<file path="src/rtl/cla_pipe_add.sv">
// rtl/cla_pipe_add.sv - pipelined carry-lookahead adder/subtractor with valid/ready handshake
// Optional signed-overflow output built only when CLA_PIPE_OVF_EN is defined.
module cla_pipe_add #(
  parameter int WIDTH  = 32,
  parameter int STAGES = 2
) (
  input  logic             clk,
  input  logic             rst,
  input  logic             in_valid,
  output logic             in_ready,
  input  logic [WIDTH-1:0] a,
  input  logic [WIDTH-1:0] b,
  input  logic             c_in,
  input  logic             op_sub,
  output logic             out_valid,
  input  logic             out_ready,
  output logic [WIDTH-1:0] s,
  output logic             c_out,
  output logic             ovf
);
  localparam int SLICE = WIDTH / STAGES;
  localparam int NG    = SLICE / 8;

  // Returns {carry into MSB, carry out, sum}; two-level lookahead over 8-bit groups.
  function automatic logic [SLICE+1:0] f_slice(input logic [SLICE-1:0] fa,
                                               input logic [SLICE-1:0] fb,
                                               input logic             fcin);
    logic [SLICE-1:0] g, p, c;
    logic [NG-1:0]    gg, gp;
    logic [NG:0]      gc;
    logic             tp, cy;
    g = fa & fb;
    p = fa ^ fb;
    for (int k = 0; k < NG; k++) begin
      gg[k] = 1'b0;
      gp[k] = 1'b1;
      for (int i = 0; i < 8; i++) begin
        gg[k] = g[8*k+i] | (p[8*k+i] & gg[k]);
        gp[k] = gp[k] & p[8*k+i];
      end
    end
    gc[0] = fcin;
    for (int k = 0; k < NG; k++) begin
      cy = 1'b0;
      tp = 1'b1;
      for (int j = k; j >= 0; j--) begin
        cy = cy | (gg[j] & tp);
        tp = tp & gp[j];
      end
      gc[k+1] = cy | (tp & fcin);
    end
    for (int k = 0; k < NG; k++) begin
      for (int i = 0; i < 8; i++) begin
        cy = 1'b0;
        tp = 1'b1;
        for (int j = i - 1; j >= 0; j--) begin
          cy = cy | (g[8*k+j] & tp);
          tp = tp & p[8*k+j];
        end
        c[8*k+i] = cy | (tp & gc[k]);
      end
    end
    return {c[SLICE-1], gc[NG], p ^ c};
  endfunction

  logic              w_adv;
  logic [WIDTH-1:0]  w_binv;
  logic              w_cin0;
  logic [STAGES-1:0] w_vin;
  logic [STAGES-1:0] w_cin;
  logic [WIDTH-1:0]  w_a_in [STAGES];
  logic [WIDTH-1:0]  w_b_in [STAGES];
  logic [WIDTH-1:0]  w_s_in [STAGES];
  logic [SLICE+1:0]  w_res  [STAGES];
  logic              r_v    [STAGES];
  logic              r_cy   [STAGES];
  logic [WIDTH-1:0]  r_a    [STAGES];
  logic [WIDTH-1:0]  r_b    [STAGES];
  logic [WIDTH-1:0]  r_s    [STAGES];

  assign w_adv    = out_ready | ~out_valid;
  assign in_ready = w_adv;
  assign w_binv   = b ^ {WIDTH{op_sub}};
  assign w_cin0   = c_in | op_sub;

  // Level j adds slice j; lower sum bits ride along, upper operand bits wait their turn.
  for (genvar j = 0; j < STAGES; j++) begin : g_lvl
    logic w_unused;
    if (j == 0) begin : g_head
      assign w_vin[j]  = in_valid;
      assign w_cin[j]  = w_cin0;
      assign w_a_in[j] = a;
      assign w_b_in[j] = w_binv;
      assign w_s_in[j] = '0;
    end else begin : g_body
      assign w_vin[j]  = r_v[j-1];
      assign w_cin[j]  = r_cy[j-1];
      assign w_a_in[j] = r_a[j-1];
      assign w_b_in[j] = r_b[j-1];
      assign w_s_in[j] = r_s[j-1];
    end
    assign w_res[j] = f_slice(w_a_in[j][j*SLICE +: SLICE], w_b_in[j][j*SLICE +: SLICE], w_cin[j]);
    assign w_unused = ^{r_a[j], r_b[j], w_res[j]};

    always_ff @(posedge clk or posedge rst) begin
      if (rst) begin
        r_v[j]  <= 1'b0;
        r_cy[j] <= 1'b0;
        r_a[j]  <= '0;
        r_b[j]  <= '0;
        r_s[j]  <= '0;
      end else if (w_adv) begin
        r_v[j] <= w_vin[j];
        if (w_vin[j]) begin
          r_a[j] <= w_a_in[j];
          r_b[j] <= w_b_in[j];
          r_s[j] <= w_s_in[j];
          r_s[j][j*SLICE +: SLICE] <= w_res[j][SLICE-1:0];
          r_cy[j] <= w_res[j][SLICE];
        end
      end
    end
  end

  assign out_valid = r_v[STAGES-1];
  assign s         = r_s[STAGES-1];
  assign c_out     = r_cy[STAGES-1];

`ifdef CLA_PIPE_OVF_EN
  logic r_ovf;
  always_ff @(posedge clk or posedge rst) begin
    if (rst)
      r_ovf <= 1'b0;
    else if (w_adv && w_vin[STAGES-1])
      r_ovf <= w_res[STAGES-1][SLICE+1] ^ w_res[STAGES-1][SLICE];
  end
  assign ovf = r_ovf;
`else
  assign ovf = 1'b0;
`endif
endmodule

</file>
<file path="config.mk">
export PLATFORM = sky130hd
export DESIGN_NAME = cla_pipe_add
export DESIGN_NICKNAME = d
export VERILOG_FILES = /design/src/rtl/cla_pipe_add.sv
export SDC_FILE = /design/constraint.sdc
export NUM_CORES = 1
export LEC_CHECK = 0
export ABC_AREA = 1
export BUFFER_PORTS_ARGS = -buffer_cell sky130_fd_sc_hd__buf_2
export CAP_MARGIN = 10
export CORE_ASPECT_RATIO = 0.7
export CORE_MARGIN = 2
export CORE_UTILIZATION = 60
export CTS_CLUSTER_SIZE = 40
export DETAILED_ROUTE_END_ITERATION = 10
export PLACE_DENSITY_LB_ADDON = 0.05
export SLEW_MARGIN = 20
export SYNTH_ARGS = -nofsm -noshare
export SYNTH_HDL_FRONTEND = slang
export SYNTH_SLANG_ARGS = --single-unit
</file>
<file path="constraint.sdc">
create_clock -name clk -period 4.5 [get_ports clk]
set_clock_uncertainty 0.05 [all_clocks]
set_input_delay 0.9 -clock clk [delete_from_list [all_inputs] [get_ports clk]]
set_output_delay 0.9 -clock clk [all_outputs]
set_load 0.01 [all_outputs]
</file>
==> impl_metrics.env, run 1 <==
export IMPL_status="finished clean"
export IMPL_rows=28
export IMPL_crit_type="in -> reg"
export IMPL_wirelength_mm=10.88
export IMPL_clkLatencyLatePin_ns=0.34
export IMPL_num_vias=4244
export IMPL_grt_pass1_wl_mm=18.01
export IMPL_cp_required_ns=4.64
export IMPL_io_pins=106
export IMPL_cts_made_buffers=9
export IMPL_h_tree_depth=3
export IMPL_synthesis_area_sq_um=5206
export IMPL_num_antenna_cells=0
export IMPL_final_core_util=0.6983
export IMPL_slew_headroom=0.2949
export IMPL_cts_root_buffer="clkbuf_16"
export IMPL_power_density_nw_per_um2=484.5
export IMPL_die_height_um=81.94
export IMPL_power_frac_comb=0.341
export IMPL_synthToLayoutAreaGrowth_pct=13.24
export IMPL_antenna_found_initial=0
export IMPL_power_switching_mw=1.008
export IMPL_yosysUniqueCellTypes=38
export IMPL_antenna_left=0
export IMPL_clock_path_buffers=2
export IMPL_slew_viol_final=0
export IMPL_synth_edf_count=0
export IMPL_cap_violations=0
export IMPL_tightest_slew_ns=1.056
export IMPL_yosysWarnings=0
export IMPL_async_flop_share=1.000
export IMPL_crit_chain="buf_2 > xor2_1 > ha_1 > a21oi_2 > nor2_1 > nor2_4 > nand3_2 > nand2_2 > nand2_4 > fa_1 > xnor2_1 > o21ai_0"
export IMPL_ys_seq_area_frac=0.4037
export IMPL_nNetsFinal=828
export IMPL_rsz0062_at_grt="false"
export IMPL_hold_viol=0
export IMPL_ctsResizeCount=0
export IMPL_core_area_sq_um=8443
export IMPL_register_area_sq_um=2102
export IMPL_synthCells=655
export IMPL_multiInputGateArea_sq_um=2560
export IMPL_whs_path_depth=2
export IMPL_reg2reg_depth=11
export IMPL_syn_area_per_cell_sq_um=7.948
export IMPL_place_gp_congestion=0.9415
export IMPL_drive_above_1_share=0.2094
export IMPL_grt_overflow=0
export IMPL_p_seq_frac=0.386
export IMPL_synth_area_leaders="dfrtp_1 40%, nand2_1 16%, ha_1 7.7%, buf_4 4.9%, o21ai_0 3.9%"
export IMPL_peakVddDrop_mv=0.3090
export IMPL_die_w_um=115.3
export IMPL_cp_max_fo=10
export IMPL_drt_iter0_drc=219
export IMPL_grt_pass1_vias=3847
export IMPL_postCtsHoldBufs=0
export IMPL_synth_seq_cells=84
export IMPL_fin_tns_setup_ns=0
export IMPL_synth_top_area_share=0.4037
export IMPL_synth_largest_area_cell="dfrtp_1"
export IMPL_cp_slowest_cell="fa_1"
export IMPL_cts_sinks=84
export IMPL_gr_usage_all_layers=0.2437
export IMPL_finalCritPeriodShare=0.6510
export IMPL_clkPwrFrac=0.274
export IMPL_sw_frac_of_total=0.3529
export IMPL_placed_area_sq_um=5582
export IMPL_setup_violations=0
export IMPL_drc_errors=0
export IMPL_start_util=0.6166
export IMPL_hp_class="reg -> reg"
export IMPL_p_leak_nw=3.213
export IMPL_critPathCaptureType="register"
export IMPL_port_buffers=104
export IMPL_die_area_sq_um=9450
export IMPL_n_fill_cell=711
export IMPL_place_hpwl_mm=7.911
export IMPL_first_pass_iters=5
export IMPL_vias_per_cell=5.017
export IMPL_cts_setup_buffers=0
export IMPL_clk_pin_slew_worst_paths_ns=0.06
export IMPL_arrival_ns=3.07
export IMPL_intPower_mw=1.848
export IMPL_timing_fmax_mhz=341.3
export IMPL_grt_start_max_net_pins=69
export IMPL_synth_fp_nets=761
export IMPL_cts_tree="built"
export IMPL_layout_min_cycle_time_ns=2.930
export IMPL_stdcell_area_sq_um=5896
export IMPL_crit_path_start_kind="input port"
export IMPL_wl_per_cell_um=12.86
export IMPL_ys_flop_type="dfrtp_1"
export IMPL_critPathMaxStageDelay_ns=0.43
## stage by stage
stage / hold slack [ns] / power, mW / std cells / setup slack, ns
floorplan: 0.3917 / 1.932 / 655 / 1.349
global placement: 0.3972 / 2.054 / 831 / 1.363
detailed placement: 0.4040 / 2.086 / 831 / 1.219
CTS: 0.4194 / 2.880 / 846 / 1.570
global route: 0.4377 / 3.078 / 846 / 1.377
finish: 0.4144 / 2.857 / 846 / 1.570
## synthesized netlist by cell type, drive strengths merged (2+ instances only)
cell    instances
nand2         231
dfrtp          84
inv            56
buf            42
o21ai          42
nand3          35
ha             32
nor2           32
xnor2          20
a21oi          19
xor2           19
clkbuf         11
nor3            8
fa              4
nand3b          4
nand4           4
o31ai           2
## placed cells by master (no fill, tap or decap), types with 3 or more instances in the layout
master	n
nand3b_1	4
o21ai_0	41
xnor2_1	20
nand2_2	13
xor2_1	19
clkbuf_16	9
fa_1	4
a21oi_1	16
dfrtp_1	84
ha_1	32
a21oi_2	3
nand3_1	33
nand4_1	3
inv_1	53
buf_4	5
nor3_1	7
nor2_1	29
nand2_1	216
buf_2	104
## power groups by stage
stage / registers [mW] / clock network (mW) / logic (mW)
CTS: 1.10 / 0.795 / 0.981
detailed placement: 1.11 / 0 / 0.972
global placement: 1.11 / 0 / 0.945
global route: 1.13 / 0.828 / 1.12
floorplan: 1.08 / 0 / 0.852
finish: 1.10 / 0.781 / 0.973
## layout make-up
class | count | area share
flip-flops and latches | 84 | 0.3565
repair buffers | 109 | 0.09465
clock inverters | 6 | 0.01507
well taps | 120 | 0.02547
inverters | 56 | 0.03587
multi-input cells | 462 | 0.4342
clock buffers | 9 | 0.03820
## registers in the layout (all words and copies together) (netlist names)
name / count
r_b: 16
out_valid: 1
r_s: 16
r_a: 16
r_v: 1
s: 32
c_out: 1
r_cy: 1
## cell families (layout without fill, tap and decap cells)
kind of cell | count (synthesis) | count (layout) | share of synthesized area
adders and majority gates | 36 | 36 | 0.09229
and+or+nand+nor | 316 | 316 | 0.2591
DFF | 84 | 84 | 0.4037
xor gates and xnor gates | 39 | 39 | 0.06561
other | 1 | 1 | 0.0007203
AOI/OAI and AO/OA | 70 | 70 | 0.07354
buffers and inverters | 109 | 180 | 0.1050
## worst max-delay path, delay by kind of cell
kind | cells | cell delay [ns]
xor gates and xnor gates | 2 | 0.38
adders and majority gates | 2 | 0.80
AOI/OAI and AO/OA | 2 | 0.30
buffers and inverters | 1 | 0.19
and+or+nand+nor | 5 | 0.49
## final timing paths
kind	start	to	slack [ns]
worst min register to register	s[6]	s[6]	0.41
worst max-delay path	op_sub	r_s[41]	1.57
min in group asynchronous	rst	s[4]	0.69
max in group asynchronous	rst	r_b[60]	2.79
worst min-delay path	s[6]	s[6]	0.41
worst max register to register	r_a[52]	s[25]	2.17
## per-layer routing
layer | up-vias | routed length (um) | track usage
li1 | 2174 | - | -
met1 | 1945 | 5275 | 0.3421
met2 | 119 | 4970 | 0.3906
met3 | 6 | 561 | 0.05092
met4 | 0 | 69 | 0.05542
met5 | - | 0 | 0
Power figures use the tool's default switching activity.
==> run 2: changes to the inputs <==
ABC_AREA = 0   (was 1)
CORE_UTILIZATION = 50   (was 60)
clock period = 2.6 ns   (was 4.5 ns; I/O delays follow)
==> impl_metrics.env, run 2 <==
export IMPL_cp_required_ns=2.77
export IMPL_wl_met3_um=483
export IMPL_worst_path_buf_inv=1
export IMPL_ys_flop_type="dfrtp_1"
export IMPL_synthesis_area_sq_um=4795
export IMPL_rows=29
export IMPL_yosysWarnings=0
export IMPL_critPathCaptureType="register"
export IMPL_register_area_sq_um=2102
export IMPL_die_height_um=85.93
export IMPL_grt_overflow=0
export IMPL_grt_start_max_net_pins=85
export IMPL_cts_sinks=84
export IMPL_p_seq_frac=0.385
export IMPL_synth_seq_cells=84
export IMPL_cts_root_buffer="clkbuf_16"
export IMPL_tightest_slew_ns=0.7666
export IMPL_layout_common_cells="103 x buf_2, 84 x dfrtp_1, 51 x nand2_1"
export IMPL_start_util=0.5223
export IMPL_synth_common_cells="84 x dfrtp_1, 53 x nand2_1, 47 x o21ai_0, 35 x mux2_2, 34 x buf_4"
export IMPL_synthCells=452
export IMPL_gr_usage_all_layers=0.2054
export IMPL_finalCritPeriodShare=0.9914
export IMPL_postCtsHoldBufs=0
export IMPL_synth_edf_count=0
export IMPL_stdcell_area_sq_um=5878
export IMPL_status="finished clean"
export IMPL_fin_tns_setup_ns=0
export IMPL_synth_fp_nets=558
export IMPL_multiInputGateArea_sq_um=2391
export IMPL_layout_min_cycle_time_ns=2.578
export IMPL_crit_path_start_kind="input port"
export IMPL_die_w_um=121.0
export IMPL_peakVddDrop_mv=0.3971
export IMPL_synth_top_area_share=0.4384
export IMPL_cts_made_buffers=9
export IMPL_syn_area_per_cell_sq_um=10.61
export IMPL_synth_area_leaders="dfrtp_1 44%, ha_1 8.4%, mux2_2 8.2%, xnor2_1 5.7%, buf_4 5.3%"
export IMPL_critPathMaxStageDelay_ns=0.40
export IMPL_port_buffers=104
export IMPL_synth_most_common_cell="dfrtp_1"
export IMPL_cts_tree="built"
export IMPL_vias_per_cell=4.901
export IMPL_wirelength_mm=9.930
export IMPL_dr_max_layer_used="met4"
export IMPL_antenna_found_initial=0
export IMPL_placed_area_sq_um=5494
export IMPL_num_antenna_cells=0
export IMPL_power_frac_comb=0.367
export IMPL_clkLatencyLatePin_ns=0.33
export IMPL_ff2ff_setup_slack_ns=0.20
export IMPL_p_leak_nw=2.842
export IMPL_cp_top_family="compound AO/OA/AOI/OAI gates"
export IMPL_async_flop_share=1.000
export IMPL_first_pass_iters=5
export IMPL_final_core_util=0.6403
export IMPL_die_area_sq_um=10400
export IMPL_arrival_ns=2.75
export IMPL_drt_met1_wl_mm=5.336
export IMPL_place_hpwl_mm=7.736
export IMPL_power_density_nw_per_um2=873.2
export IMPL_clock_path_buffers=2
export IMPL_hold_viol=0
export IMPL_synth_largest_area_cell="dfrtp_1"
export IMPL_wl_met2_mm=4.027
export IMPL_ys_seq_area_frac=0.4384
export IMPL_n_fill_cell=770
export IMPL_crit_chain="buf_8 > xor2_1 > ha_1 > o211ai_2 > a211o_1 > a21oi_2 > a21o_1 > a21o_1 > fa_1 > mux2_4"
export IMPL_layout_commonest_cell="buf_2"
export IMPL_antenna_left=0
export IMPL_core_area_sq_um=9180
export IMPL_nNetsFinal=663
export IMPL_slew_headroom=0.4871
export IMPL_drt_iter0_drc=144
export IMPL_power_switching_mw=1.724
export IMPL_num_vias=3362
export IMPL_power_mw=5.133
export IMPL_wl_per_cell_um=14.48
export IMPL_h_tree_depth=3
export IMPL_cap_violations=0
export IMPL_setup_violations=0
export IMPL_cp_max_fo=7
export IMPL_slew_viol_final=0
export IMPL_place_gp_congestion=0.8300
export IMPL_drive_above_1_share=0.3879
export IMPL_clk_pin_slew_worst_paths_ns=0.06
export IMPL_sw_frac_of_total=0.3359
export IMPL_cp_slowest_cell="fa_1"
export IMPL_io_pins=106
export IMPL_timing_fmax_mhz=388.0
export IMPL_grt_pass1_vias=3231
export IMPL_rsz0062_at_grt="true"
export IMPL_drc_errors=0
export IMPL_grt_pass1_wl_mm=16.47
export IMPL_path_common_cell="a21o_1"
export IMPL_largest_register_ffs=32
export IMPL_intPower_mw=3.409
export IMPL_yosysUniqueCellTypes=44
export IMPL_hp_class="in -> async"
export IMPL_crit_type="in -> reg"
export IMPL_synthToLayoutAreaGrowth_pct=22.60
export IMPL_clkPwrFrac=0.248
[run 2: changes by cell type after synthesis, moves of 11 or more]
cell     change
nand2_2     -12
xnor2_1     +11
inv_1       -41
nor2_1      -18
nand3_1     -29
mux2_2      +35
nand2_1    -164
[run 2: kinds of logic after synthesis]
| group | after synthesis | synth area share |
|---|---|---|
| AO/OA/AOI/OAI | 89 | 0.1193 |
| flip-flops | 84 | 0.4384 |
| buffers and inverters | 64 | 0.07672 |
| XOR/XNOR | 57 | 0.1041 |
| other | 1 | 0.0007821 |
| multiplexers | 35 | 0.08220 |
| AND/OR/NAND/NOR | 86 | 0.07829 |
| adder cells (fa/ha/maj) | 36 | 0.1002 |
[run 2: power by group through the flow]
stage               registers [mW]  clock network (mW)  logic [mW]
global route                  2.03                1.37        2.12
finish                        1.97                1.27        1.89
detailed placement            2.00                   0        1.86
global placement              1.98                   0        1.82
CTS                           1.98                1.31        1.88
floorplan                     1.92                   0        1.55
[run 2: worst paths after layout]
kind,from,end,depth (start not counted)
worst max-delay path,op_sub,r_s[40],10
worst min-delay path,rst,r_s[33],3
worst max register to register,r_b[48],s[30],8
worst min register to register,s[24],s[24],2
max in group asynchronous,rst,s[8],3
min in group clk,a[23],r_a[55],2
[run 2: what timing repair did]
item / CTS / global route
hold endpoints to repair: 0 / 0
resized for setup: 5 / 3
pin swaps: 7 / 9
setup endpoints to repair: 2 / 5
setup buffers: 3 / 3
[run 2: worst reg2reg max path: cells and delay by family, from the launching register on]
family / cells / cell delay, ns
AOI/OAI and AO/OA: 6 / 1.39
DFF: 1 / 0.43
adders and majority gates: 1 / 0.29
and+or+nand+nor: 1 / 0.10
[run 2: through the flow]
stage | hold WS (ns) | cells | setup slack, ns
CTS | 0.2616 | 683 | 0.008338
finish | 0.2427 | 686 | 0.02240
floorplan | 0.3893 | 452 | -0.4348
global placement | 0.4071 | 664 | -0.3455
global route | 0.2960 | 686 | -0.06731
detailed placement | 0.4157 | 664 | -0.4099
[run 2: layout make-up]
class                   count  area share
well taps                 124     0.02639
inverters                  13    0.008940
repair buffers            145      0.1490
flip-flops and latches     84      0.3576
clock inverters             7     0.01298
clock buffers               9     0.03831
multi-input cells         304      0.4068
[run 2: layer usage]
layer,up-vias,global-route usage
met2,85,0.2804
met3,8,0.04787
li1,1721,-
met4,0,0.05814
met1,1548,0.3215
met5,-,0
